File: config.mk
export PLATFORM = sky130hd
export DESIGN_NAME = instr_issue_seq
export DESIGN_NICKNAME = d
export VERILOG_FILES = /design/src/rtl/instr_issue_seq_pkg.sv /design/src/rtl/instr_store.sv /design/src/rtl/instr_issue_seq.sv
export SDC_FILE = /design/constraint.sdc
export NUM_CORES = 1
export LEC_CHECK = 0
export BUFFER_PORTS_ARGS = -buffer_cell sky130_fd_sc_hd__buf_2
export CORE_MARGIN = 2
export CORE_UTILIZATION = 50
export CTS_CLUSTER_SIZE = 20
export DETAILED_ROUTE_END_ITERATION = 12
export PLACE_DENSITY = 0.72
export SYNTH_ARGS = -nofsm -noshare
export SYNTH_HDL_FRONTEND = slang
export SYNTH_HIERARCHICAL = 1
export SYNTH_SLANG_ARGS = --single-unit
export TNS_END_PERCENT = 10
File: constraint.sdc
create_clock -name clock -period 13.35 [get_ports clock]
set_clock_uncertainty 0.15 [all_clocks]
set_input_delay 2.67 -clock clock [delete_from_list [all_inputs] [get_ports clock]]
set_output_delay 2.67 -clock clock [all_outputs]
set_load 0.01 [all_outputs]
File: src/rtl/instr_issue_seq_pkg.sv
// Shared types and constants for the instruction issue sequencer and its benches.
package instr_issue_seq_pkg;

  typedef enum logic [2:0] {
    S_IDLE  = 3'd0,
    S_SETUP = 3'd1,
    S_PULSE = 3'd2,
    S_WAIT  = 3'd3,
    S_DONE  = 3'd4
  } state_t;

  localparam logic [31:0] HALT_WORD_DEFAULT = 32'hFFFF_FFFF;

  // MIPS opcode field values used when assembling I-type words
  localparam logic [5:0] OP_RTYPE = 6'd0;
  localparam logic [5:0] OP_LW    = 6'd35;
  localparam logic [5:0] OP_SW    = 6'd43;

  function automatic logic [31:0] mk_itype(input logic [5:0]  op,
                                           input logic [4:0]  rs,
                                           input logic [4:0]  rt,
                                           input logic [15:0] imm);
    return {op, rs, rt, imm};
  endfunction

endpackage

File: src/rtl/instr_store.sv
// DEPTH x 32 program store: synchronous write, asynchronous read, contents not reset.
module instr_store #(
  parameter int unsigned DEPTH  = 16,
  parameter int unsigned ADDR_W = 4
) (
  input  logic              clock,
  input  logic              we,
  input  logic [ADDR_W-1:0] waddr,
  input  logic [31:0]       wdata,
  input  logic [ADDR_W-1:0] raddr,
  output logic [31:0]       rdata
);

  logic [31:0] mem [DEPTH];

  always_ff @(posedge clock) begin
    if (we) mem[waddr] <= wdata;
  end

  assign rdata = mem[raddr];

endmodule

File: src/rtl/instr_issue_seq.sv
// Walks the program store from slot 0, presenting each word then a one-cycle
// newinstr strobe, with a fixed idle gap so the multicycle core can retire it.
module instr_issue_seq
  import instr_issue_seq_pkg::*;
#(
  parameter int unsigned DEPTH      = 16,
  parameter int unsigned ADDR_W     = 4,
  parameter int unsigned GAP_CYCLES = 16,
  parameter logic [31:0] HALT_WORD  = HALT_WORD_DEFAULT
) (
  input  logic              clock,
  input  logic              reset,
  input  logic              load_en,
  input  logic [ADDR_W-1:0] load_addr,
  input  logic [31:0]       load_data,
  input  logic              start,
  output logic [31:0]       instrword,
  output logic              newinstr,
  output logic              busy,
  output logic              done,
  output logic [ADDR_W-1:0] pc,
  output logic [ADDR_W:0]   issued_count
);

  localparam int unsigned GAP_W = (GAP_CYCLES > 1) ? $clog2(GAP_CYCLES) : 1;
  localparam logic [ADDR_W-1:0] LAST_ADDR = ADDR_W'(DEPTH - 1);

  state_t            state;
  logic [ADDR_W-1:0] rd_addr;
  logic [GAP_W-1:0]  gap_cnt;
  logic [31:0]       rd_word_c;
  logic              idle_c;

  assign idle_c = (state == S_IDLE) || (state == S_DONE);

  instr_store #(
    .DEPTH  (DEPTH),
    .ADDR_W (ADDR_W)
  ) u_store (
    .clock (clock),
    .we    (load_en && idle_c),
    .waddr (load_addr),
    .wdata (load_data),
    .raddr (rd_addr),
    .rdata (rd_word_c)
  );

  // rd_addr is the next slot to fetch; pc tracks the slot most recently issued
  always_ff @(posedge clock) begin
    if (reset) begin
      state        <= S_IDLE;
      instrword    <= '0;
      newinstr     <= 1'b0;
      busy         <= 1'b0;
      done         <= 1'b0;
      pc           <= '0;
      rd_addr      <= '0;
      issued_count <= '0;
      gap_cnt      <= '0;
    end else begin
      newinstr <= 1'b0;
      case (state)
        S_IDLE, S_DONE: begin
          if (start) begin
            state        <= S_SETUP;
            rd_addr      <= '0;
            pc           <= '0;
            issued_count <= '0;
            busy         <= 1'b1;
            done         <= 1'b0;
          end
        end
        S_SETUP: begin
          if (rd_word_c == HALT_WORD) begin
            state <= S_DONE;
            busy  <= 1'b0;
            done  <= 1'b1;
          end else begin
            instrword <= rd_word_c;
            pc        <= rd_addr;
            state     <= S_PULSE;
          end
        end
        S_PULSE: begin
          newinstr     <= 1'b1;
          issued_count <= issued_count + (ADDR_W + 1)'(1);
          if (rd_addr == LAST_ADDR) begin
            state <= S_DONE;
            busy  <= 1'b0;
            done  <= 1'b1;
          end else begin
            rd_addr <= rd_addr + ADDR_W'(1);
            gap_cnt <= GAP_W'(GAP_CYCLES - 1);
            state   <= S_WAIT;
          end
        end
        S_WAIT: begin
          if (gap_cnt == '0) state <= S_SETUP;
          else               gap_cnt <= gap_cnt - GAP_W'(1);
        end
        default: begin
          state <= S_IDLE;
          busy  <= 1'b0;
          done  <= 1'b0;
        end
      endcase
    end
  end

endmodule

# [Word level (Yosys, flattened, before mapping)]
# Memory sizes are Yosys's and may differ from the RTL's. A register that Yosys moved wholly into a read port is not among the register bits.
# Index checks and enable logic that the tools add are counted.
[op_classes] n_mux=28 eq_ne=13 bitwise=2 n_reduce_logical=15 n_addsub=3
[op_table] op="32-bit equality test, second input constant" count=1
[op_table] op="4-bit two-way mux" count=7
[op_table] op="4-bit case mux with 2 select lines" count=3
[op_table] op="2-bit inequality test, second input constant" count=7
[op_table] op="3-bit two-way mux" count=4
[op_table] op="3-bit case mux with 4 select lines" count=1
[op_table] op="5-bit case mux with 2 select lines" count=1
[op_table] op="1-bit two-way mux" count=9
[op_table] op="3-bit AND reduction" count=3
[op_table] op="1-bit case mux with 4 select lines" count=2
[op_table] op="3-bit by 2-bit equality test with 1-bit output, second input constant" count=2
[op_table] op="2-bit AND reduction" count=3
[op_table] op="2-bit nonzero test" count=3
[op_table] op="5-bit by 1-bit adder with 5-bit output, second input constant" count=1
[op_table] op="5-bit two-way mux" count=1
[op_table] op="4-bit by 1-bit adder with 4-bit output, second input constant" count=1
[op_table] op="4-bit equality test, second input constant" count=1
[op_table] op="4-bit zero test" count=1
[op_table] op="4-bit AND reduction" count=1
[op_table] op="4-bit by 1-bit subtractor with 4-bit output, second input constant" count=1
[op_table] op="3-bit by 1-bit equality test with 1-bit output, second input constant" count=1
[op_table] op="3-bit equality test, second input constant" count=1
[op_table] op="3-bit zero test" count=1
[op_table] op="1-bit NOT" count=2
[op_table] op="3 further kinds" count=3
[totals] ramBits=512 wordCells=71 mem_count=1 inputBits=40 ff_bits=55
[memory_table] name="u_store.mem" words=16 word_bits=32 read_ports=1 rd_ports_with_merged_regs=1 write_ports=1 line="instr_store.sv:14" rtl="logic [31:0] mem [DEPTH];"

# [Depth between registers and ports, before layout]
# Gate-level depths: netlist (run 1).
[logic_depth] ltp_word=6 ltp_mapped=11

# [Hierarchy]
# Netlist (run 1), hierarchy kept.
[by_module_without_submodules] mod="instr_store" area_each_um2=19194.7 seq_area_each_um2=15374.7 instances=1 cells_each=806
[by_module_without_submodules] mod="instr_issue_seq" area_each_um2=2708.8 seq_area_each_um2=1101.1 instances=1 cells_each=284

# [Worst setup path before layout (run 1)]
# No wires, ideal clock.
[synth_path] path_type="input port to flip-flop" start="input load_en" end="memory u_store.mem[0][0] (enable)" setup_ps=461 t_arrival_ps=5527 cell_stages=3 setup_slack_ps=7212 required_time_ps=12739 cell_sequence="and2_1 -> or3b_2 -> nor3_1"
[synth_via] elab_chain_cells=3
[synth_lines] item="start, declared" line="instr_issue_seq.sv:13" rtl="input logic load_en,"
[synth_lines] item="1-bit logical AND" line="instr_issue_seq.sv:41" rtl=".we (load_en && idle_c),"
[synth_lines] item="1-bit two-way mux" line="instr_store.sv:17" rtl="if (we) mem[waddr] <= wdata;"
[synth_lines] item="1-bit two-way mux (implied by the code)" line="instr_store.sv:17"
[synth_lines] item="end, declared" line="instr_store.sv:14"
# Every way passes these cells.

==> results.py, run 1 <==
metrics = {
    "run_status": {
        "status": "complete, no violations",
    },
    "die": {
        "start_util_pct": 50.7,
        "die-height_um": 213,
        "coreArea_mm2": 0.0432,
        "die_x_um": 213,
        "boundaryPins": 84,
        "die_area_mm2": 0.0455,
        "std_cell_rows": 76,
    },
    "critical_path": {
        "cpMostUsedCell": "buf_4",
        "reg2reg_depth": 10,
        "critPathRequiredTime_ns": 13.73,
        "cp-end-kind": "register",
        "crit_type": "register to register",
        "cp_data_arrival_time_ns": 5.33,
        "worstSetupStartpointType": "register",
        "path_cells": "buf_4 > buf_4 > mux4_2 > a22oi_1 > nand2_1 > nand4_1 > nor4_4 > a21oi_4 > buf_4 > mux2i_1",
        "crit_path_max_incr_delay_ns": 0.73,
        "crit_slowest_cell": "buf_4",
        "path_max_fanout": 53,
    },
    "cts": {
        "cts_setup_buffers": 0,
        "ctsHoldBuffers": 0,
        "cts.clk_slew.worst_paths_ns": 0.06,
        "clock-sinks": 567,
        "ctsResizeCount": 0,
        "htreeDepth": 2,
        "clk-insertion-delay-late_ns": 0.60,
        "cts_root_buffer": "clkbuf_16",
        "cts_max_path_buffers": 3,
        "cts_made_buffers": 56,
        "cts_tree": "built",
    },
    "flow_run": {
        "maxCapViolCount": 0,
    },
    "detailed_routing": {
        "route.detailed.drc": 0,
        "wl_per_cell_um": 24.9,
        "routed_via_density": 5.94,
        "drt-total-wl_mm": 45.4,
        "drtPass1Iterations": 5,
        "dr.first_iter.drc_count": 1127,
        "ant_nets": 0,
        "dr_total_vias": 10800,
    },
    "timing": {
        "hold_ws_ns": 0.316,
        "fmax_mhz": 202,
        "setup_viol": 0,
        "tns_ns": 0,
        "rsz0062_at_grt": "no",
        "final_hold_viol_count": 0,
        "tightestPinTransition_ns": 1.34,
        "relSlewSlack_pct": 10.3,
        "final.period_utilization_pct": 37.1,
        "final-max-slew-violation-count": 0,
        "period_minus_slack_ns": 4.96,
    },
    "grt": {
        "grt_pass1_wl_mm": 69.8,
        "busiest_layer": "met2",
        "use_met1_pct": 30.6,
        "met3_usage_pct": 3.38,
        "antenna_found_initial": 0,
        "grt_max_degree": 89,
        "track_usage_pct": 20.9,
        "globalRouteOverflowTotal": 0,
        "first_global_vias": 11100,
        "grt.met2_usage_pct": 32.6,
    },
    "logic_synthesis": {
        "synth_cell_types": 46,
        "synth_edf_count": 512,
        "synth_xor_area_share_pct": 0.160,
        "synth_warnings": 6,
        "synth_ff_type": "edfxtp_1",
        "ys_async_sr_fraction_pct": 0,
        "synth_compound_area_share_pct": 3.11,
        "syn_inst": 1090,
        "yosysSeqAreaShare_pct": 75.2,
        "ys_seq_elements": 567,
        "synthMuxAreaShare_pct": 14.7,
        "synthAdderAreaFrac_pct": 0.171,
        "syn_nets": 1133,
        "synth_top_family_by_area": "multiplexers",
        "synthSimpleGateAreaFrac_pct": 5.08,
        "netlist_area_mm2": 0.0219,
        "syn_area_per_cell_um2": 20.1,
    },
    "power_and_ir_drop": {
        "p_total_mw": 3.95,
        "pwr_density_cell_mw_per_mm2": 160,
        "ir_worst_vdd_mv": 0.109,
        "leakage_nw": 7.75,
    },
    "min_path": {
        "min_path_type": "register to register",
        "whs_path_depth": 2,
    },
    "finish": {
        "design_area_mm2": 0.0247,
        "diodes": 0,
        "num-fill-cells": 3243,
        "drive_above_1_share_pct": 27.2,
        "nNetsFinal": 1235,
        "syn_to_final_growth_pct": 12.8,
    },
    "placed_design": {
        "dpl_cell_area_mm2": 0.0230,
        "io_buffers": 83,
        "routabilityCongestion": 0.773,
        "dp_hpwl_mm": 25.7,
    },
}
## flip-flops by register name (all words and copies together) (netlist names), 3 cells and up
register,cells
instrword,32
state,3
u_store/mem,512
issued_count,5
rd_addr,4
gap_cnt,4
pc,4
## logic make-up (layout without fill, tap and decap cells)
logic type,Yosys count,after routing
AO/OA/AOI/OAI,94,94
XOR/XNOR,4,4
adder cells (fa/ha/maj),3,3
buffers and inverters,63,210
flip-flops,567,567
multiplexers,161,161
AND/OR/NAND/NOR,198,198
## layout by cell type (no fill, tap or decap), drive strengths merged
cell,count
a211oi,3
a21oi,11
a221oi,1
a22oi,65
and2,4
and3,1
buf,103
bufinv,2
clkbuf,77
clkinv,22
dfxtp,55
edfxtp,512
ha,3
inv,6
mux2,1
mux2i,32
mux4,128
nand2,40
nand2b,70
nand3,10
nand3b,5
nand4,10
nor2,32
nor2b,2
nor3,7
nor3b,3
nor4,2
o21a,3
o21ai,4
o221ai,4
o2bb2ai,1
o31a,1
o31ai,1
or2,2
or2b,2
or3,3
or3b,5
xnor2,2
xor2,2
## cell usage after synthesis, types with 2 or more instances
cell        n  share of area, %
xnor2_1     2             0.080
nor2_1     32              0.55
nand2_1    40              0.69
nand2b_1   70               2.0
a21oi_1    10              0.23
inv_1       4             0.069
dfxtp_1    55               5.0
nor3_1      7              0.16
mux2i_1    32               1.5
ha_1        3              0.17
or2_2       2             0.057
mux4_2    128                13
or3_1       3             0.086
buf_2       8              0.18
buf_1      11              0.19
nor2b_1     2             0.057
nor3b_1     2             0.069
buf_6       2              0.10
o221ai_1    4              0.16
edfxtp_1  512                70
clkbuf_1   25              0.43
nand3_1    10              0.23
nand3b_1    5              0.17
buf_4      10              0.34
buf_12      3              0.27
xor2_1      2             0.080
or2b_1      2             0.069
or3b_2      3              0.12
a211oi_1    3              0.10
o21ai_0     4             0.091
a22oi_1    65               2.2
nor4_4      2              0.19
and2_1      4              0.11
nand4_1     9              0.26
o21a_1      3              0.10
## metrics by stage
stage	cells	util, %	setup slack (ns)
5_1_grt	1822	57.2	8.15
6_report	1822	57.2	8.39
3_5_place_dp	1719	53.3	8.38
2_1_floorplan	1090	-	7.21
3_3_place_gp	1719	53.3	8.40
4_1_cts	1822	57.2	8.39
## per-layer routing
| metal | wire [um] | vias up |
|---|---|---|
| met4 | 1090 | 0 |
| met5 | 0 | - |
| met1 | 19500 | 5676 |
| li1 | - | 4660 |
| met3 | 3210 | 73 |
| met2 | 21600 | 416 |
## final timing paths
| check | from | slack, ns | end |
|---|---|---|---|
| hold reg to reg | instrword[15] | 0.32 | instrword[15] |
| setup reg to reg | rd_addr[1] | 8.39 | instrword[13] |
| hold / removal | instrword[15] | 0.32 | instrword[15] |
| setup / recovery | rd_addr[1] | 8.39 | instrword[13] |
## critical path, delay by kind of cell (launching register included)
family	cells	cell delay, ns
AOI/OAI and AO/OA	2	0.76
buffers and inverters	3	1.89
DFF	1	0.70
muxes	2	0.65
and+or+nand+nor	3	0.51
## final cells by class
cell class	count	area [um2]	area share, %
Multi-Input combinational cell	460	5220	21.1
Inverter	4	15.0	0.0608
Sequential cell	567	16500	66.7
Timing Repair Buffer	103	566	2.29
Tap cell	585	732	2.96
Clock buffer	77	1520	6.16
Clock inverter	26	175	0.709
## report_power, final
group,internal [mW],switching [mW]
registers,2.01,0.0511
logic,0.188,0.233
clock network,0.831,0.629
total,3.03,0.913
No activity file was read; power rests on OpenSTA's default activity.
==> run 2: changes to the inputs <==
--- a/config.mk
+++ b/config.mk
@@ -10,7 +10,7 @@
 export CORE_UTILIZATION = 50
 export CTS_CLUSTER_SIZE = 20
 export DETAILED_ROUTE_END_ITERATION = 12
-export PLACE_DENSITY = 0.72
+export PLACE_DENSITY = 0.74
 export SYNTH_ARGS = -nofsm -noshare
 export SYNTH_HDL_FRONTEND = slang
 export SYNTH_HIERARCHICAL = 1
==> constraint.sdc (replaced) <==
create_clock -name clock -period 4.5 [get_ports clock]
set_clock_uncertainty 0.15 [all_clocks]
set_input_delay 0.9 -clock clock [delete_from_list [all_inputs] [get_ports clock]]
set_output_delay 0.9 -clock clock [all_outputs]
set_load 0.01 [all_outputs]
==> run 2 against run 1 <==
Combinational power grew to 3.1 times the previous value. Via count increased by 1.6%. Power rose to 3.0 times the previous value. Critical endpoint is now instrword[11].
==> results.py, run 2 (same netlist as run 1, synthesis figures left out) <==
metrics = {
    "run_status": {
        "status": "complete, no violations",
    },
    "cts": {
        "cts_max_path_buffers": 3,
        "ctsHoldBuffers": 0,
        "htreeDepth": 2,
        "clk-insertion-delay-late_ns": 0.61,
        "ctsResizeCount": 0,
        "cts_root_buffer": "clkbuf_16",
        "clock-sinks": 567,
        "cts_setup_buffers": 0,
        "cts_made_buffers": 53,
        "cts.clk_slew.worst_paths_ns": 0.07,
        "cts_tree": "built",
    },
    "detailed_routing": {
        "wl_per_cell_um": 25.5,
        "dr_total_vias": 11000,
        "top_layer_used": "met5",
        "wl_met2_mm": 22.5,
        "wl_met3_mm": 4.28,
        "dr.first_iter.drc_count": 1332,
        "routed_via_density": 5.95,
        "drtPass1Iterations": 5,
        "ant_nets": 0,
        "met1_length_mm": 19.0,
        "drt-total-wl_mm": 47.2,
        "route.detailed.drc": 0,
    },
    "critical_path": {
        "reg2reg_setup_slack_ns": 0.47,
        "crit_path_max_incr_delay_ns": 0.96,
        "worstSetupStartpointType": "register",
        "r2r_start": "rd_addr[0]",
        "path_cells": "buf_12 > mux4_2 > a22oi_1 > nand2_1 > nand4_2 > nor4_4 > a21oi_4 > buf_4 > mux2i_1",
        "path_max_fanout": 27,
        "r2r-end": "instrword[11]",
        "reg2reg_depth": 9,
        "cp_top_family": "compound AO/OA/AOI/OAI gates",
        "cp-end-kind": "register",
        "crit_type": "register to register",
        "crit_slowest_cell": "a21oi_4",
        "critPathRequiredTime_ns": 4.87,
        "crit_buf_inv": 2,
        "cp_data_arrival_time_ns": 4.40,
    },
    "placed_design": {
        "routabilityCongestion": 0.789,
        "io_buffers": 83,
        "dp_hpwl_mm": 27.2,
        "dp_slack_ns": 0.467,
    },
    "timing": {
        "final_hold_viol_count": 0,
        "final.period_utilization_pct": 89.6,
        "setup_viol": 0,
        "period_minus_slack_ns": 4.03,
        "fin_ws_ns": 0.468,
        "tightestPinTransition_ns": 1.24,
        "tns_ns": 0,
        "rsz0062_at_grt": "no",
        "hold_ws_ns": 0.318,
        "fmax_mhz": 248,
        "relSlewSlack_pct": 17.1,
        "final-max-slew-violation-count": 0,
    },
    "grt": {
        "track_usage_pct": 21.4,
        "grt_pass1_wl_mm": 70.1,
        "antenna_found_initial": 5,
        "globalRouteOverflowTotal": 0,
        "first_global_vias": 11200,
        "grt_max_degree": 48,
    },
    "min_path": {
        "min_from": "instrword[0]",
        "whs_path_depth": 2,
        "min_to": "instrword[0]",
        "min_path_type": "register to register",
    },
    "power_and_ir_drop": {
        "ir_worst_vdd_mv": 0.279,
        "leakage_nw": 7.93,
        "pwr_density_cell_mw_per_mm2": 474,
        "p_total_mw": 11.9,
    },
    "die": {
        "die_area_mm2": 0.0455,
        "start_util_pct": 50.7,
        "coreArea_mm2": 0.0432,
        "boundaryPins": 84,
        "die_x_um": 213,
        "std_cell_rows": 76,
        "die-height_um": 213,
    },
    "finish": {
        "top_regs": "u_store/mem (512), instrword (32), issued_count (5)",
        "final_cell_mix": "edfxtp_1, mux4_2, buf_2, nand2b_1, a22oi_1",
        "syn_to_final_growth_pct": 14.4,
        "regMostFlops": "u_store/mem",
        "layout_commonest_cell": "edfxtp_1",
        "nNetsFinal": 1260,
        "fin_util_pct": 58.0,
        "largest_reg_flops": 512,
        "drive_above_1_share_pct": 29.2,
    },
    "flow_run": {
        "maxCapViolCount": 0,
    },
}
[run 2: how the worst max path moves through the flow]
stage,slack (ns),cells after the start,startpoint,to
4_1_cts,0.40,9,rd_addr[0],instrword[11]
5_1_grt,0.26,9,rd_addr[0],instrword[11]
2_1_floorplan,0.13,3,load_en,u_store/mem[0][0]
6_report,0.47,9,rd_addr[0],instrword[11]
3_3_place_gp,0.54,9,rd_addr[0],instrword[10]
3_5_place_dp,0.47,9,rd_addr[0],instrword[17]
[run 2: power by group]
group	switching (mW)	internal (mW)	leakage, nW
Clock	1.88	2.58	0.846
Sequential	0.145	5.97	5.07
Combinational	0.715	0.600	2.02
Total	2.74	9.15	7.93
[run 2: per-layer routing]
| metal | global-route usage (%) | vias up |
|---|---|---|
| li1 | - | 4703 |
| met1 | 29.9 | 5697 |
| met2 | 33.7 | 506 |
| met3 | 5.28 | 89 |
| met4 | 6.87 | 8 |
| met5 | 0 | - |
[run 2: worst reg2reg max path, cell delays in order, from the launching register on]
cell	delay (ns)
dfxtp_4	0.56
buf_12	0.27
mux4_2	0.56
a22oi_1	0.29
nand2_1	0.25
nand4_2	0.19
nor4_4	0.09
a21oi_4	0.97
buf_4	0.39
mux2i_1	0.23
[run 2: area by class of cell]
| cell class | count | area [um2] |
|---|---|---|
| Timing Repair Buffer | 131 | 851 |
| Clock inverter | 32 | 342 |
| Fill cell | 3145 | 18100 |
| Clock buffer | 68 | 1410 |
| Multi-Input combinational cell | 460 | 5220 |
| Sequential cell | 567 | 16500 |
| Inverter | 4 | 15.0 |
| Antenna cell | 1 | 2.50 |
| Tap cell | 585 | 732 |
[run 2: per-stage QoR]
step / cell area [um2] / instances
after floorplan: 21900 / 1090
after global placement: 23300 / 1747
after detailed placement: 23300 / 1747
after CTS: 25100 / 1847
after global routing: 25100 / 1848
final: 25100 / 1848
